`src/rtl/el2_lsu_ecc_scrub.sv`:
```
// DCCM ECC scrubber: queues corrected data for R-stage single-bit errors and writes it back
// through the LSU arbiter, dropping entries made stale by newer stores/DMA; keeps SEC/DED counters.
module el2_lsu_ecc_scrub #(
  parameter int DCCM_BITS       = 16,
  parameter int DCCM_DATA_WIDTH = 32,
  parameter int SCRUB_DEPTH     = 2,
  parameter int CNT_WIDTH       = 16
) (
  input  logic                       clk,
  input  logic                       rst_l,
  input  logic                       dec_tlu_core_ecc_disable,
  input  logic                       lsu_single_ecc_error_r,
  input  logic                       single_ecc_error_lo_r,
  input  logic                       single_ecc_error_hi_r,
  input  logic                       lsu_double_ecc_error_r,
  input  logic [DCCM_BITS-1:0]       lsu_addr_r,
  input  logic [DCCM_BITS-1:0]       end_addr_r,
  input  logic [DCCM_DATA_WIDTH-1:0] sec_data_lo_r,
  input  logic [DCCM_DATA_WIDTH-1:0] sec_data_hi_r,
  input  logic                       stbuf_wen,
  input  logic [DCCM_BITS-1:0]       stbuf_waddr_lo,
  input  logic [DCCM_BITS-1:0]       stbuf_waddr_hi,
  input  logic                       dma_dccm_wen,
  input  logic [DCCM_BITS-1:0]       dma_waddr,
  input  logic                       scrub_gnt,
  output logic                       scrub_req,
  output logic                       scrub_wen_lo,
  output logic                       scrub_wen_hi,
  output logic [DCCM_BITS-1:0]       scrub_waddr_lo,
  output logic [DCCM_BITS-1:0]       scrub_waddr_hi,
  output logic [DCCM_DATA_WIDTH-1:0] scrub_wdata_lo,
  output logic [DCCM_DATA_WIDTH-1:0] scrub_wdata_hi,
  output logic                       scrub_full,
  output logic                       scrub_pending,
  output logic                       scrub_overflow,
  output logic [CNT_WIDTH-1:0]       ecc_sec_count,
  output logic [CNT_WIDTH-1:0]       ecc_ded_count,
  input  logic                       ecc_cnt_clr
);

  localparam int AW = $clog2(SCRUB_DEPTH);
  localparam int WW = DCCM_BITS - 2;

  typedef enum logic {IDLE, REQ} state_t;

  state_t                     state;
  logic [AW:0]                wr_ptr, rd_ptr, wr_ptr_nxt, rd_ptr_nxt;
  logic [AW-1:0]              wr_idx, rd_idx;
  logic [SCRUB_DEPTH-1:0]     lo_v, hi_v, lo_v_nxt, hi_v_nxt;
  logic [SCRUB_DEPTH-1:0]     lo_hit, hi_hit;
  logic [WW-1:0]              lo_word [SCRUB_DEPTH];
  logic [WW-1:0]              hi_word [SCRUB_DEPTH];
  logic [DCCM_DATA_WIDTH-1:0] lo_data [SCRUB_DEPTH];
  logic [DCCM_DATA_WIDTH-1:0] hi_data [SCRUB_DEPTH];
  logic [WW-1:0]              st_lo_word, st_hi_word, dma_word;
  logic                       capture, push, pop, drop, q_full, full_nxt;
  logic                       wen_lo_raw, wen_hi_raw;
  logic                       unused_addr_bits;

  assign unused_addr_bits = ^{lsu_addr_r[1:0], end_addr_r[1:0], stbuf_waddr_lo[1:0],
                              stbuf_waddr_hi[1:0], dma_waddr[1:0]};

  assign st_lo_word = stbuf_waddr_lo[DCCM_BITS-1:2];
  assign st_hi_word = stbuf_waddr_hi[DCCM_BITS-1:2];
  assign dma_word   = dma_waddr[DCCM_BITS-1:2];

  assign wr_idx = wr_ptr[AW-1:0];
  assign rd_idx = rd_ptr[AW-1:0];
  assign q_full = (wr_ptr[AW] != rd_ptr[AW]) && (wr_ptr[AW-1:0] == rd_ptr[AW-1:0]);

  // A newer store or DMA write to the same word makes any queued correction stale.
  always_comb begin
    lo_hit = '0;
    hi_hit = '0;
    for (int i = 0; i < SCRUB_DEPTH; i++) begin
      lo_hit[i] = (stbuf_wen && ((st_lo_word == lo_word[i]) || (st_hi_word == lo_word[i]))) ||
                  (dma_dccm_wen && (dma_word == lo_word[i]));
      hi_hit[i] = (stbuf_wen && ((st_lo_word == hi_word[i]) || (st_hi_word == hi_word[i]))) ||
                  (dma_dccm_wen && (dma_word == hi_word[i]));
    end
  end

  assign wen_lo_raw = (state == REQ) && lo_v[rd_idx] && !lo_hit[rd_idx];
  assign wen_hi_raw = (state == REQ) && hi_v[rd_idx] && !hi_hit[rd_idx];

  // A head with nothing left to write never requests and retires immediately.
  assign scrub_req    = wen_lo_raw || wen_hi_raw;
  assign scrub_wen_lo = wen_lo_raw;
  assign scrub_wen_hi = wen_hi_raw;

  assign scrub_waddr_lo = scrub_req ? {lo_word[rd_idx], 2'b00} : '0;
  assign scrub_waddr_hi = scrub_req ? {hi_word[rd_idx], 2'b00} : '0;
  assign scrub_wdata_lo = scrub_req ? lo_data[rd_idx] : '0;
  assign scrub_wdata_hi = scrub_req ? hi_data[rd_idx] : '0;

  assign capture = lsu_single_ecc_error_r && !lsu_double_ecc_error_r && !dec_tlu_core_ecc_disable;
  assign pop     = (state == REQ) && (scrub_gnt || !scrub_req);
  assign push    = capture && (!q_full || pop);
  assign drop    = capture && q_full && !pop;

  assign wr_ptr_nxt = wr_ptr + (AW+1)'(push);
  assign rd_ptr_nxt = rd_ptr + (AW+1)'(pop);
  assign full_nxt   = (wr_ptr_nxt[AW] != rd_ptr_nxt[AW]) &&
                      (wr_ptr_nxt[AW-1:0] == rd_ptr_nxt[AW-1:0]);

  always_comb begin
    lo_v_nxt = lo_v & ~lo_hit;
    hi_v_nxt = hi_v & ~hi_hit;
    if (push) begin
      lo_v_nxt[wr_idx] = single_ecc_error_lo_r;
      hi_v_nxt[wr_idx] = single_ecc_error_hi_r;
    end
  end

  always_ff @(posedge clk or negedge rst_l) begin
    if (!rst_l) begin
      state          <= IDLE;
      wr_ptr         <= '0;
      rd_ptr         <= '0;
      lo_v           <= '0;
      hi_v           <= '0;
      scrub_full     <= 1'b0;
      scrub_pending  <= 1'b0;
      scrub_overflow <= 1'b0;
      ecc_sec_count  <= '0;
      ecc_ded_count  <= '0;
    end else begin
      wr_ptr        <= wr_ptr_nxt;
      rd_ptr        <= rd_ptr_nxt;
      lo_v          <= lo_v_nxt;
      hi_v          <= hi_v_nxt;
      state         <= (wr_ptr_nxt != rd_ptr_nxt) ? REQ : IDLE;
      scrub_pending <= (wr_ptr_nxt != rd_ptr_nxt);
      scrub_full    <= full_nxt;
      if (ecc_cnt_clr) begin
        ecc_sec_count  <= '0;
        ecc_ded_count  <= '0;
        scrub_overflow <= 1'b0;
      end else begin
        if (capture && (ecc_sec_count != '1))
          ecc_sec_count <= ecc_sec_count + 1'b1;
        if (lsu_double_ecc_error_r && !dec_tlu_core_ecc_disable && (ecc_ded_count != '1))
          ecc_ded_count <= ecc_ded_count + 1'b1;
        if (drop)
          scrub_overflow <= 1'b1;
      end
    end
  end

  // Payload storage needs no reset; it is only observed through valid head entries.
  always_ff @(posedge clk) begin
    if (push) begin
      lo_word[wr_idx] <= lsu_addr_r[DCCM_BITS-1:2];
      hi_word[wr_idx] <= end_addr_r[DCCM_BITS-1:2];
      lo_data[wr_idx] <= sec_data_lo_r;
      hi_data[wr_idx] <= sec_data_hi_r;
    end
  end

endmodule

```
`config.mk`:
```
export PLATFORM = sky130hd
export DESIGN_NAME = el2_lsu_ecc_scrub
export DESIGN_NICKNAME = d
export VERILOG_FILES = /design/src/rtl/el2_lsu_ecc_scrub.sv
export SDC_FILE = /design/constraint.sdc
export NUM_CORES = 1
export LEC_CHECK = 0
export BUFFER_PORTS_ARGS = -buffer_cell sky130_fd_sc_hd__buf_2
export CAP_MARGIN = 0
export CORE_ASPECT_RATIO = 1.4
export CORE_MARGIN = 5
export CORE_UTILIZATION = 48
export DETAILED_ROUTE_END_ITERATION = 6
export PLACE_DENSITY = 0.76
export SKIP_CTS_REPAIR_TIMING = 1
export SYNTH_ARGS = -nofsm -noshare
export SYNTH_HDL_FRONTEND = slang
export SYNTH_SLANG_ARGS = --single-unit
```
`constraint.sdc`:
```
create_clock -name clk -period 4.87 [get_ports clk]
set_clock_uncertainty 0.15 [all_clocks]
set_input_delay 0.2435 -clock clk [delete_from_list [all_inputs] [get_ports clk]]
set_output_delay 0.2435 -clock clk [all_outputs]
set_load 0.1 [all_outputs]
```
* After elaboration in Yosys (flattened, before gate mapping) *
Memory sizes are Yosys's and may differ from the RTL's.
Cells that the tools add are included.

operators by class
  add/subtract/negate cells = 4
  $lt $le $gt $ge = 3
  eq/ne operators = 19
  muxes and demuxes = 27
  bitwise gates (word level) = 4
  reductions and logical operators = 45

operator list
  operator                                                                       number
  14-bit equality test                                                           12
  16-bit two-way mux                                                             6
  32-bit two-way mux                                                             2
  16-bit by 1-bit adder with 16-bit output (second input constant)               2
  16-bit != test (second input constant)                                         2
  1-bit logical AND                                                              24
  1-bit two-way mux                                                              14
  1-bit logical OR                                                               11
  1-bit logical NOT                                                              7
  2-bit nonzero test                                                             3
  2-bit by 1-bit adder with 2-bit output                                         2
  2-bit bitwise AND                                                              2
  2-bit bitwise mux                                                              2
  1-bit by 2-bit less-than comparator with 1-bit output (second input constant)  2
  2-bit two-way mux                                                              2
  2-bit inverter                                                                 2
  1-bit equality test                                                            2
  1-bit != test                                                                  2
  2-bit != test                                                                  1
  1-bit demux with 1-bit select                                                  1
  1-bit >= comparator (second input constant)                                    1

storage, ports and cells
  register bits = 44
  memory bits (writable) = 184
  input port bits = 155
  output and inout port bits = 134
  logic and storage cells = 116
  memories = 4

memories
  name     depth  bits a word  read ports  clocked after memory_dff  write ports  RTL line  text
  hi_data  2      32           1           0                         1            54        logic [DCCM_DATA_WIDTH-1:0] hi_data [SCRUB_DEPTH];
  lo_data  2      32           1           0                         1            53        logic [DCCM_DATA_WIDTH-1:0] lo_data [SCRUB_DEPTH];
  hi_word  2      14           3           0                         1            52        logic [WW-1:0] hi_word [SCRUB_DEPTH];
  lo_word  2      14           3           0                         1            51        logic [WW-1:0] lo_word [SCRUB_DEPTH];

* Logic depth before layout (Yosys ltp) *
  depth in word-level cells = 17
  mapped depth = 12
  gate-level depth less buffers = 11

* Least setup slack after synthesis *
OpenSTA, ideal clock, no wires.

  kind = register -> register
  from = mem lo_word[0][3] in the netlist's numbering
  to = reg scrub_pending
  setup time = 127 ps
  arrival time = 4,837 ps
  data required time = 4,593 ps
  path slack = -244 ps
  cell stages (with the launch flop) = 12
  buffers on the path = 0
  clock period less this slack = 5,114 ps
  path through = edfxtp_1 > xor2_1 > nor4_1 > nand4_1 > o31ai_1 > o221a_4 > o31a_1 > o21a_1 > ha_1 > xor2_1 > xnor2_1 > nand2_1

RTL lines
  item                    RTL line  text
  start: declaration      51
  end signal: assignment  133       scrub_pending <= (wr_ptr_nxt != rd_ptr_nxt);
  end: declaration        34        output logic scrub_pending,

==> results.md <==
* GRT overflow at 0
* CTS tree: built
* Vias in the first global route at just over 8000
* GRT Util Overall at 21.50%
* Area of the multi-input gates at around 4300 um2
* Synth area leaders: edfxtp_1, dfrtp_1, xnor2_1
* Crit path max-delay cell type: or3b_4
* Placed wire-length estimate at around 22000 um
* Fillcell total at around 1800
* Max-cap violations at 0
* Slew HR at 35.43%
* Most common cell in the netlist: edfxtp_1
* Final min period at between 4 and 5 ns
* Critical setup path kind: reg2out
* DRT iter0 DRCs at 480
* Worst setup margin at about 0.46 ns
* CP Max Fanout at between 40 and 50
* Busiest grt layer: met2
* Die area at between 20000 and 30000 um2
* Cell family contributing the most delay on the critical path: simple AND/OR/NAND/NOR gates
* Seq cells post-synth at roughly 230
* DRC Markers at 0
* CP endpoint kind: output pin
* Failing checks: negative hold slack
* Fmax at around 230 MHz
* Netlist Area Pre-Place at between 10000 and 15000 um2
* Status: finished with violations
* Max Root-Sink Buffers at 3
* Routed via count at between 8000 and 9000
* Num rows at 66
* Sequential area share after synthesis at 59.13%
* Die Ht at between 150 and 200 um
* Crit path DAT at roughly 4.0 ns
* Final Wtd Congestion at roughly 0.95
* Clk root buf: clkbuf_16
* H-tree depth at 1
* Pwr dens at between 600 and 700 nW/um2
* Ratio of cells with drive above 1 in the final layout at just under 30%
* Initial Util at between 40 and 50%
* First-pass GRT wire length at about 45000 um
* Antenna violations before repair at 3
* Synth cell types at between 50 and 60
* Routed wire length at about 31000 um
* Pin count of the biggest net entering global routing at 78
* Area Overhead vs Synth at 29.98%
* Post-synth top area cell: edfxtp_1
* ANT nets after route at 0
* Top_reg_cell synth: edfxtp_1
* Input/output buffers at 274
* Leakage at 5.942 nW
* IO Count at 289
* Place WS at between 0.8 and 0.9 ns
* Hold WS at -0.001716 ns
* Avg Inst Size Synth at roughly 13 um2
* Setup TNS Final at 0 ns
* Commonest cells post-synth: edfxtp_1, xnor2_1, nor2_1, xor2_1, mux2i_1
* Met3 usage at around 4.8%
* Die Wd at 138.9 um
* Worst hold path type: in2reg
* Seq. cell area at between 6000 and 7000 um2
* Core Region at approximately 23000 um2
* Maximum VDD drop at 0.6151 mV
* Startpoint types: flip-flop
* CP peak stage delay at about 0.61 ns
* Critical path required time at about 4.5 ns
* WL/cell at roughly 20 um
* Clock-pin slew on the worst setup and hold paths at approximately 0.060 ns
* Final Max Tran Viols at 0
* Fin crit share at around nine tenths
* Fin. Hold Viols at 1
* Crit-path cells: xor2_1, nor4_1, nand4_1, a21boi_1, o221a_4, or3b_4, buf_4, nor2_1, buf_2
* Crit path buffers/inverters at 2
* Worst skew pair latency at about 0.5 ns
* TritonCTS Sinks at approximately 230
* Final Setup Violations at 0
* GRT met2 Usage at about two fifths
* DR vias/cell at 5.245
* Post-synth EDFFs at approximately 180
* Synth Instances at between 800 and 900
* Drt first pass iters at 7
* Slew of the pin with the lowest slew margin at 0.9685 ns
* Synth warn at 0
* Num CTS Buffers at 23
* # nets final at ~1400
* RSZ-0062 raised after global routing: no
* Yosys top cell area share at between 40% and 50%
* Asr flop ratio synth at 18.94%
* GR Util met1 at between 20% and 30%
-- layer usage --
metal	up-vias	wire length, um	share of wire (%)
met3	84	1753	5.7
li1	3772	-	-
met4	0	1385	4.5
met1	3955	11350	37
met2	287	16490	53
met5	-	0	0
-- registers in the layout, indices dropped and copies added, names as in the netlist, 2 cells and up --
register and cells:
lo_data 64, hi_v 2, lo_v 2, wr_ptr 2, ecc_sec_count 16, ecc_ded_count 16, hi_word 28, lo_word 28
rd_ptr 2, hi_data 64
-- worst paths after layout --
path,startpoint,to,slack [ns],cells after the start
worst max-delay path,lo_word[0][9],scrub_wdata_lo[24],0.46,9
worst min-delay path,dec_tlu_core_ecc_disable,scrub_overflow,-0.002,4
worst max register to register,lo_word[0][9],hi_data[1][16],0.87,9
worst min register to register,wr_ptr[1],wr_ptr[1],0.37,1
max in group asynchronous,rst_l,rd_ptr[0],3.55,2
min in group asynchronous,rst_l,ecc_ded_count[2],0.30,2
-- cell families after synthesis --
group           share of synthesized area [%]
buf+inv                                 2.342
xor+xnor                                16.01
other cells                           0.03359
flops                                   59.13
simple gates                            10.96
mux                                     8.529
fa+ha+maj                              0.5604
compound gates                          2.432
-- area by class of cell --
| cell class | instances | area share [%] |
|---|---|---|
| diodes | 3 | 0.05174 |
| clock inverters | 12 | 1.000 |
| flip-flops and latches | 227 | 45.52 |
| repair buffers | 376 | 16.62 |
| clock buffers | 28 | 4.096 |
| multi-input cells | 585 | 29.89 |
| well taps | 306 | 2.639 |
| inverters | 7 | 0.1811 |
-- metrics by stage --
stage	cells	power (mW)	cell area (um2)	utilization, %	hold slack (ns)
after floorplan	855	7.281	11180	-	-0.2021
after global placement	1406	8.128	12810	55.41	0.2808
after detailed placement	1406	8.146	12810	55.41	0.2846
after CTS	1446	9.892	13550	58.61	-0.2532
after global routing	1544	10.26	14510	62.75	0.007988
final	1544	9.920	14510	62.75	-0.001716
-- cells in the final DEF (no fill, tap or decap), types with 5 or more instances in the layout --
cell type | netlist | routed
clkbuf_1 | 20 | 5
edfxtp_1 | 184 | 184
dlygate4sd3_1 | 0 | 95
dfrtp_1 | 43 | 42
mux2i_1 | 94 | 94
nor2_2 | 30 | 30
nand3_1 | 14 | 14
nor2_1 | 103 | 103
nor4_1 | 18 | 18
clkbuf_16 | 0 | 23
nand4_1 | 37 | 37
buf_2 | 3 | 274
inv_1 | 6 | 6
xor2_1 | 95 | 95
xnor2_1 | 109 | 109
nand2_1 | 20 | 20
-- worst min-delay path, delay by kind of cell --
| family | cells | cell delay [ns] |
|---|---|---|
| buffers and inverters | 1 | 0.09 |
| AND/OR/NAND/NOR | 2 | 0.19 |
| AO/OA/AOI/OAI | 1 | 0.07 |
-- report_power, final --
group          leakage (nW)  internal [mW]  switching (mW)
Sequential             2.24           2.28           0.207
Clock                 0.354           1.03           0.711
Combinational          3.34           1.03            4.66
Note: power is estimated with default switching activity, not from simulation.
